==> config.mk <==
export PLATFORM = sky130hd
export DESIGN_NAME = usb_stream_in
export DESIGN_NICKNAME = d
export VERILOG_FILES = /design/src/rtl/usb_stream_in.sv
export SDC_FILE = /design/constraint.sdc
export NUM_CORES = 1
export LEC_CHECK = 0
export CAP_MARGIN = 20
export CELL_PAD_IN_SITES_DETAIL_PLACEMENT = 1
export CELL_PAD_IN_SITES_GLOBAL_PLACEMENT = 2
export CORE_MARGIN = 1
export CORE_UTILIZATION = 47
export DETAILED_ROUTE_END_ITERATION = 7
export GPL_ROUTABILITY_DRIVEN = 0
export PLACE_DENSITY_LB_ADDON = 0.05
export RECOVER_POWER = 25
export SLEW_MARGIN = 20
export SYNTH_ARGS = -nofsm -noshare
export SYNTH_HDL_FRONTEND = slang
export SYNTH_SLANG_ARGS = --single-unit
==> constraint.sdc <==
create_clock -name fx2_ifclk -period 4.11 [get_ports fx2_ifclk]
set_input_delay 1.0275 -clock fx2_ifclk [delete_from_list [all_inputs] [get_ports fx2_ifclk]]
set_output_delay 1.0275 -clock fx2_ifclk [all_outputs]
set_load 0.05 [all_outputs]
==> src/rtl/usb_stream_in.sv <==
// usb_stream_in: buffers a 16-bit fabric stream and writes it into FX2 EP6 IN (synchronous slave FIFO).
// Optional idle-timeout short-packet commit is enabled by defining USB_STREAM_IN_TIMEOUT_EN.
module usb_stream_in #(
    parameter int FIFO_AW        = 4,
    parameter int PKT_WORDS      = 256,
    parameter int FLAG_LAT       = 3,
    parameter int TIMEOUT_CYCLES = 1024
) (
    input  logic        fx2_ifclk,
    input  logic        reset_n,
    input  logic [15:0] data_in,
    input  logic        data_valid,
    output logic        data_ready,
    input  logic        flush,
    input  logic        fx2_flagb,
    output logic [15:0] fx2_fdata,
    output logic [1:0]  fx2_faddr,
    output logic        fx2_slwr,
    output logic        fx2_slrd,
    output logic        fx2_sloe,
    output logic        fx2_pkt_end,
    output logic        fx2_slcs,
    output logic        busy
);
    localparam int DEPTH = 1 << FIFO_AW;
    localparam int CW    = FIFO_AW + 1;
    localparam int WC_W  = $clog2(PKT_WORDS + 1);
    localparam int LC_W  = $clog2(FLAG_LAT + 1);

    typedef enum logic [1:0] {IDLE, WRITE, COMMIT, FLAG_WAIT} state_t;
    state_t state, state_d;

    logic [15:0]        mem [DEPTH];
    logic [FIFO_AW-1:0] wr_ptr, rd_ptr;
    logic [CW-1:0]      count, count_d;
    logic               push, pop, empty;
    logic               flag_q, flush_lat, flush_lat_d, flush_pend, timeout_hit;
    logic [WC_W-1:0]    wcnt, wcnt_d;
    logic [LC_W-1:0]    lat_cnt, lat_cnt_d;
    logic               slwr_d, pkt_end_d;
    logic [15:0]        fdata_d;

    assign push       = data_valid && data_ready;
    assign empty      = (count == '0);
    assign count_d    = count + CW'(push) - CW'(pop);
    assign flush_pend = flush_lat || flush;
    assign busy       = (state != IDLE) || !empty;

    assign fx2_faddr = 2'b10;
    assign fx2_slrd  = 1'b1;
    assign fx2_sloe  = 1'b1;
    assign fx2_slcs  = 1'b0;

    always_ff @(posedge fx2_ifclk) begin
        if (push) mem[wr_ptr] <= data_in;
    end

    always_ff @(posedge fx2_ifclk or negedge reset_n) begin
        if (!reset_n) begin
            wr_ptr     <= '0;
            rd_ptr     <= '0;
            count      <= '0;
            data_ready <= 1'b0;
        end else begin
            if (push) wr_ptr <= wr_ptr + 1'b1;
            if (pop)  rd_ptr <= rd_ptr + 1'b1;
            count      <= count_d;
            data_ready <= (count_d != CW'(DEPTH));
        end
    end

`ifdef USB_STREAM_IN_TIMEOUT_EN
    localparam int TC_W = $clog2(TIMEOUT_CYCLES + 1);
    logic [TC_W-1:0] idle_cnt;

    always_ff @(posedge fx2_ifclk or negedge reset_n) begin
        if (!reset_n) begin
            idle_cnt <= '0;
        end else if (push || pop || state == COMMIT) begin
            idle_cnt <= '0;
        end else if (state == IDLE && empty && wcnt != '0 && !timeout_hit) begin
            idle_cnt <= idle_cnt + 1'b1;
        end
    end

    assign timeout_hit = (idle_cnt == TC_W'(TIMEOUT_CYCLES));
`else
    // No idle timer in this build: partial packets wait for data or flush.
    assign timeout_hit = (TIMEOUT_CYCLES < 0);
`endif

    always_comb begin
        state_d     = state;
        pop         = 1'b0;
        slwr_d      = 1'b1;
        pkt_end_d   = 1'b1;
        fdata_d     = fx2_fdata;
        wcnt_d      = wcnt;
        lat_cnt_d   = lat_cnt;
        flush_lat_d = flush_pend;
        case (state)
            IDLE: begin
                if (!empty && flag_q) begin
                    state_d = WRITE;
                end else if (empty && wcnt != '0 && (flush_pend || timeout_hit)) begin
                    state_d = COMMIT;
                end else if (empty && wcnt == '0) begin
                    flush_lat_d = 1'b0;
                end
            end
            WRITE: begin
                if (!empty && flag_q) begin
                    pop     = 1'b1;
                    slwr_d  = 1'b0;
                    fdata_d = mem[rd_ptr];
                    if (wcnt == WC_W'(PKT_WORDS - 1)) begin
                        // FX2 auto-commits this packet; a flush with nothing left behind it is moot.
                        wcnt_d  = '0;
                        state_d = FLAG_WAIT;
                        if (count == CW'(1) && !push) flush_lat_d = 1'b0;
                    end else begin
                        wcnt_d = wcnt + 1'b1;
                    end
                end else if (empty) begin
                    state_d = (flush_pend && wcnt != '0) ? COMMIT : IDLE;
                end
            end
            COMMIT: begin
                pkt_end_d   = 1'b0;
                wcnt_d      = '0;
                flush_lat_d = 1'b0;
                lat_cnt_d   = '0;
                state_d     = FLAG_WAIT;
            end
            FLAG_WAIT: begin
                if (lat_cnt == LC_W'(FLAG_LAT - 1)) begin
                    lat_cnt_d = '0;
                    state_d   = IDLE;
                end else begin
                    lat_cnt_d = lat_cnt + 1'b1;
                end
            end
            default: state_d = IDLE;
        endcase
    end

    always_ff @(posedge fx2_ifclk or negedge reset_n) begin
        if (!reset_n) begin
            state       <= IDLE;
            flag_q      <= 1'b0;
            flush_lat   <= 1'b0;
            wcnt        <= '0;
            lat_cnt     <= '0;
            fx2_slwr    <= 1'b1;
            fx2_pkt_end <= 1'b1;
            fx2_fdata   <= '0;
        end else begin
            state       <= state_d;
            flag_q      <= fx2_flagb;
            flush_lat   <= flush_lat_d;
            wcnt        <= wcnt_d;
            lat_cnt     <= lat_cnt_d;
            fx2_slwr    <= slwr_d;
            fx2_pkt_end <= pkt_end_d;
            fx2_fdata   <= fdata_d;
        end
    end
endmodule

==> results of run 1 <==
[sequential cells by signal, indices dropped and copies added (netlist names)]
name         flops
data_ready       1
state            2
flush_lat        1
fx2_slwr         1
lat_cnt          2
rd_ptr           4
count            5
flag_q           1
wcnt             9
fx2_pkt_end      1
mem            256
fx2_fdata       16
wr_ptr           4
[worst paths after layout]
check / endpoint / slack, ns / cells past startpoint
setup / recovery: busy / 0.26 / 5
hold / removal: fx2_fdata[4]$_DFFE_PN0P_ / 0.49 / 2
setup reg to reg: data_ready$_DFF_PN0_ / 0.65 / 14
hold reg to reg: fx2_fdata[4]$_DFFE_PN0P_ / 0.49 / 2
max in group asynchronous: count[0]$_DFF_PN0_ / 1.51 / 2
min in group asynchronous: wcnt[2]$_DFFE_PN0P_ / 1.12 / 1
[through the flow]
| step | utilization, % | setup slack, ns | std cells | power (µW) |
|---|---|---|---|---|
| final | 55.6 | 0.260 | 1049 | 10000 |
| after global routing | 55.6 | 0.128 | 1049 | 10500 |
| after CTS | 55.6 | 0.225 | 1049 | 10100 |
| after detailed placement | 51.4 | 0.426 | 991 | 7150 |
| after global placement | 51.4 | 0.528 | 991 | 7030 |
| after floorplan | - | 0.574 | 635 | 6170 |
[area by class of cell]
cell class              instances  share of cell area, %
flip-flops and latches        303                   63.1
multi-input cells             281                   21.7
clock buffers                  43                   6.45
repair buffers                 61                   4.05
well taps                     330                   2.94
clock inverters                15                   1.24
inverters                      16                  0.427
[power by group]
part	leakage, µW	internal, µW	switching, µW
Clock	0.000532	1810	1160
Combinational	0.00144	1260	1520
Sequential	0.00288	3800	465
Total	0.00485	6870	3150
[critical path: stages (launching register included)]
cell and delay (ns):
dfrtp_1 0.39, inv_1 0.09, ha_1 0.18, or4b_1 0.58, or3_1 0.37, clkdlybuf4s50_1 0.72
[per-layer routing]
layer | GRT usage (%) | part of all wire (%) | up-vias | wire length [µm]
met5 | 0 | 0 | - | 0
met2 | 32.6 | 48 | 146 | 12500
met1 | 30.5 | 47 | 3324 | 12300
met3 | 2.90 | 3.8 | 38 | 995
li1 | - | - | 2667 | -
met4 | 5.82 | 1.7 | 0 | 459
[cell usage in the layout (no fill, tap or decap), drive strengths merged, types with 5 or more instances in the layout]
cell	instances
edfxtp	256
mux4	64
clkbuf	46
dfrtp	45
nand3	39
nand2	35
clkdlybuf4s50	28
buf	19
mux2	18
inv	17
a32oi	16
ha	13
and2	12
dlygate4sd3	11
clkinv	10
nor2	8
xnor2	8
o21ai	6
nor2b	5
a21oi	5
xor2	5
and3	5
conb	5
[logic make-up after synthesis]
family	share of synthesized area [%]
AOI/OAI and AO/OA	2.40
xor gates and xnor gates	0.936
adders and majority gates	1.50
buffers and inverters	2.11
DFF	72.9
muxes	14.5
other	0.0618
and+or+nand+nor	5.58
==> results.cfg, run 1 <==
[yosys]
yosysSeqAreaShare_pct = 72.9
synth_seq_cells = 303
synth-edff-count = 256
syn_area_um2 = 12200
synth_cells = 632
netlist_top_cells_area = edfxtp_1, dfrtp_1, mux4_1
synth.avg_cell_area_um2 = 19.2
ys.flop_type = edfxtp_1
synth_cell_types = 50
yosysWarnings = 0
ys_async_sr_fraction_pct = 15.5
synth_top_area_share_pct = 63.2
yosysMostFrequentCell = edfxtp_1
synth.largest_area_cell = edfxtp_1
synth_common_cells = edfxtp_1, dfrtp_1, nand3_1, nand2_1

[placed_design]
placed_area_um2 = 13000
io_buffers = 40
dpl.hpwl_um = 16200

[job]
drv_cap = 1

[grt]
grt_overflow = 0
grt_pass1_wl_um = 40100
grt_pass1_vias = 6507
grtUsageTotal_pct = 20.8
antenna_found_initial = 0
grt_max_degree = 49

[sta]
relSlewSlack_pct = -38.1
timing.hold.ws_ns = 0.495
rsz0062_at_grt = no
setup_tns_ns = 0
worst_pin_slew_ns = 2.07
timing.final.crit_share_pct = 93.7
setup_viol = 0
min_period_ns = 3.85
drv_slew = 36
clock_skew_ns = 0.0180
hold_viol = 0
max_clock_freq_mhz = 260

[clock_network]
cts_max_path_buffers = 3
clkSinkCount = 303
post_cts_buffers = 0
htreeDepth = 2
clk_pin_slew_ns = 0.06
cts_made_buffers = 34
hold_buffers = 0
clk_latency_ns = 0.51
clockRootBuffer = clkbuf_16
cts_tree = built
cts_resized = 0

[critical_path]
critPathArrivalTime_ns = 2.82
crit_start = count[3]$_DFF_PN0_
r2r_start = count[3]$_DFF_PN0_
crit_required_ns = 3.08
path_max_fanout = 6
endpoint_kind = output pin
crit_type = register to output pin
cp-start-kind = register

[power]
p_leak_uw = 0.00485
cellPowerDensity_nw_per_um2 = 713
vdd_drop_max_mv = 0.421

[floorplan]
std_cell_rows = 58
dieArea_um2 = 26500
ios = 46
core_area_um2 = 25300
die_h_um = 163
start_util_pct = 48.2
die_w_um = 163

[routing]
first_iter_violations = 482
viasPerCell = 5.89
wl_um = 26300
drcViolationCount = 0
vias = 6175
ant_nets = 0
firstDrtPassIters = 5
drt-wirelength-per-cell_um = 25.1

[cells_and_area]
insertedDiodeCount = 0
final_area_um2 = 14000
multi_input_area_um2 = 3060
layout.nets = 732
syn_to_final_growth_pct = 15.5
n_fill_cell = 2193
regArea_um2 = 8870
final_layout_size_suffix_gt1_share_pct = 17.2

[status]
outcome = complete, but fails checks
failed_checks = capacitance limit, slew limit

[worst_hold_path]
holdCritStartpoint = fx2_fdata[4]$_DFFE_PN0P_
hold_class = register to register
Power figures use the tool's default switching activity.
==> inputs of run 2 (changes only) <==
--- a/config.mk
+++ b/config.mk
@@ -8,7 +8,6 @@
 export CAP_MARGIN = 20
 export CELL_PAD_IN_SITES_DETAIL_PLACEMENT = 1
 export CELL_PAD_IN_SITES_GLOBAL_PLACEMENT = 2
-export CORE_MARGIN = 1
 export CORE_UTILIZATION = 47
 export DETAILED_ROUTE_END_ITERATION = 7
 export GPL_ROUTABILITY_DRIVEN = 0
==> results of run 2 <==
No change in the layout: final DEF, timing and power equal those of run 1.
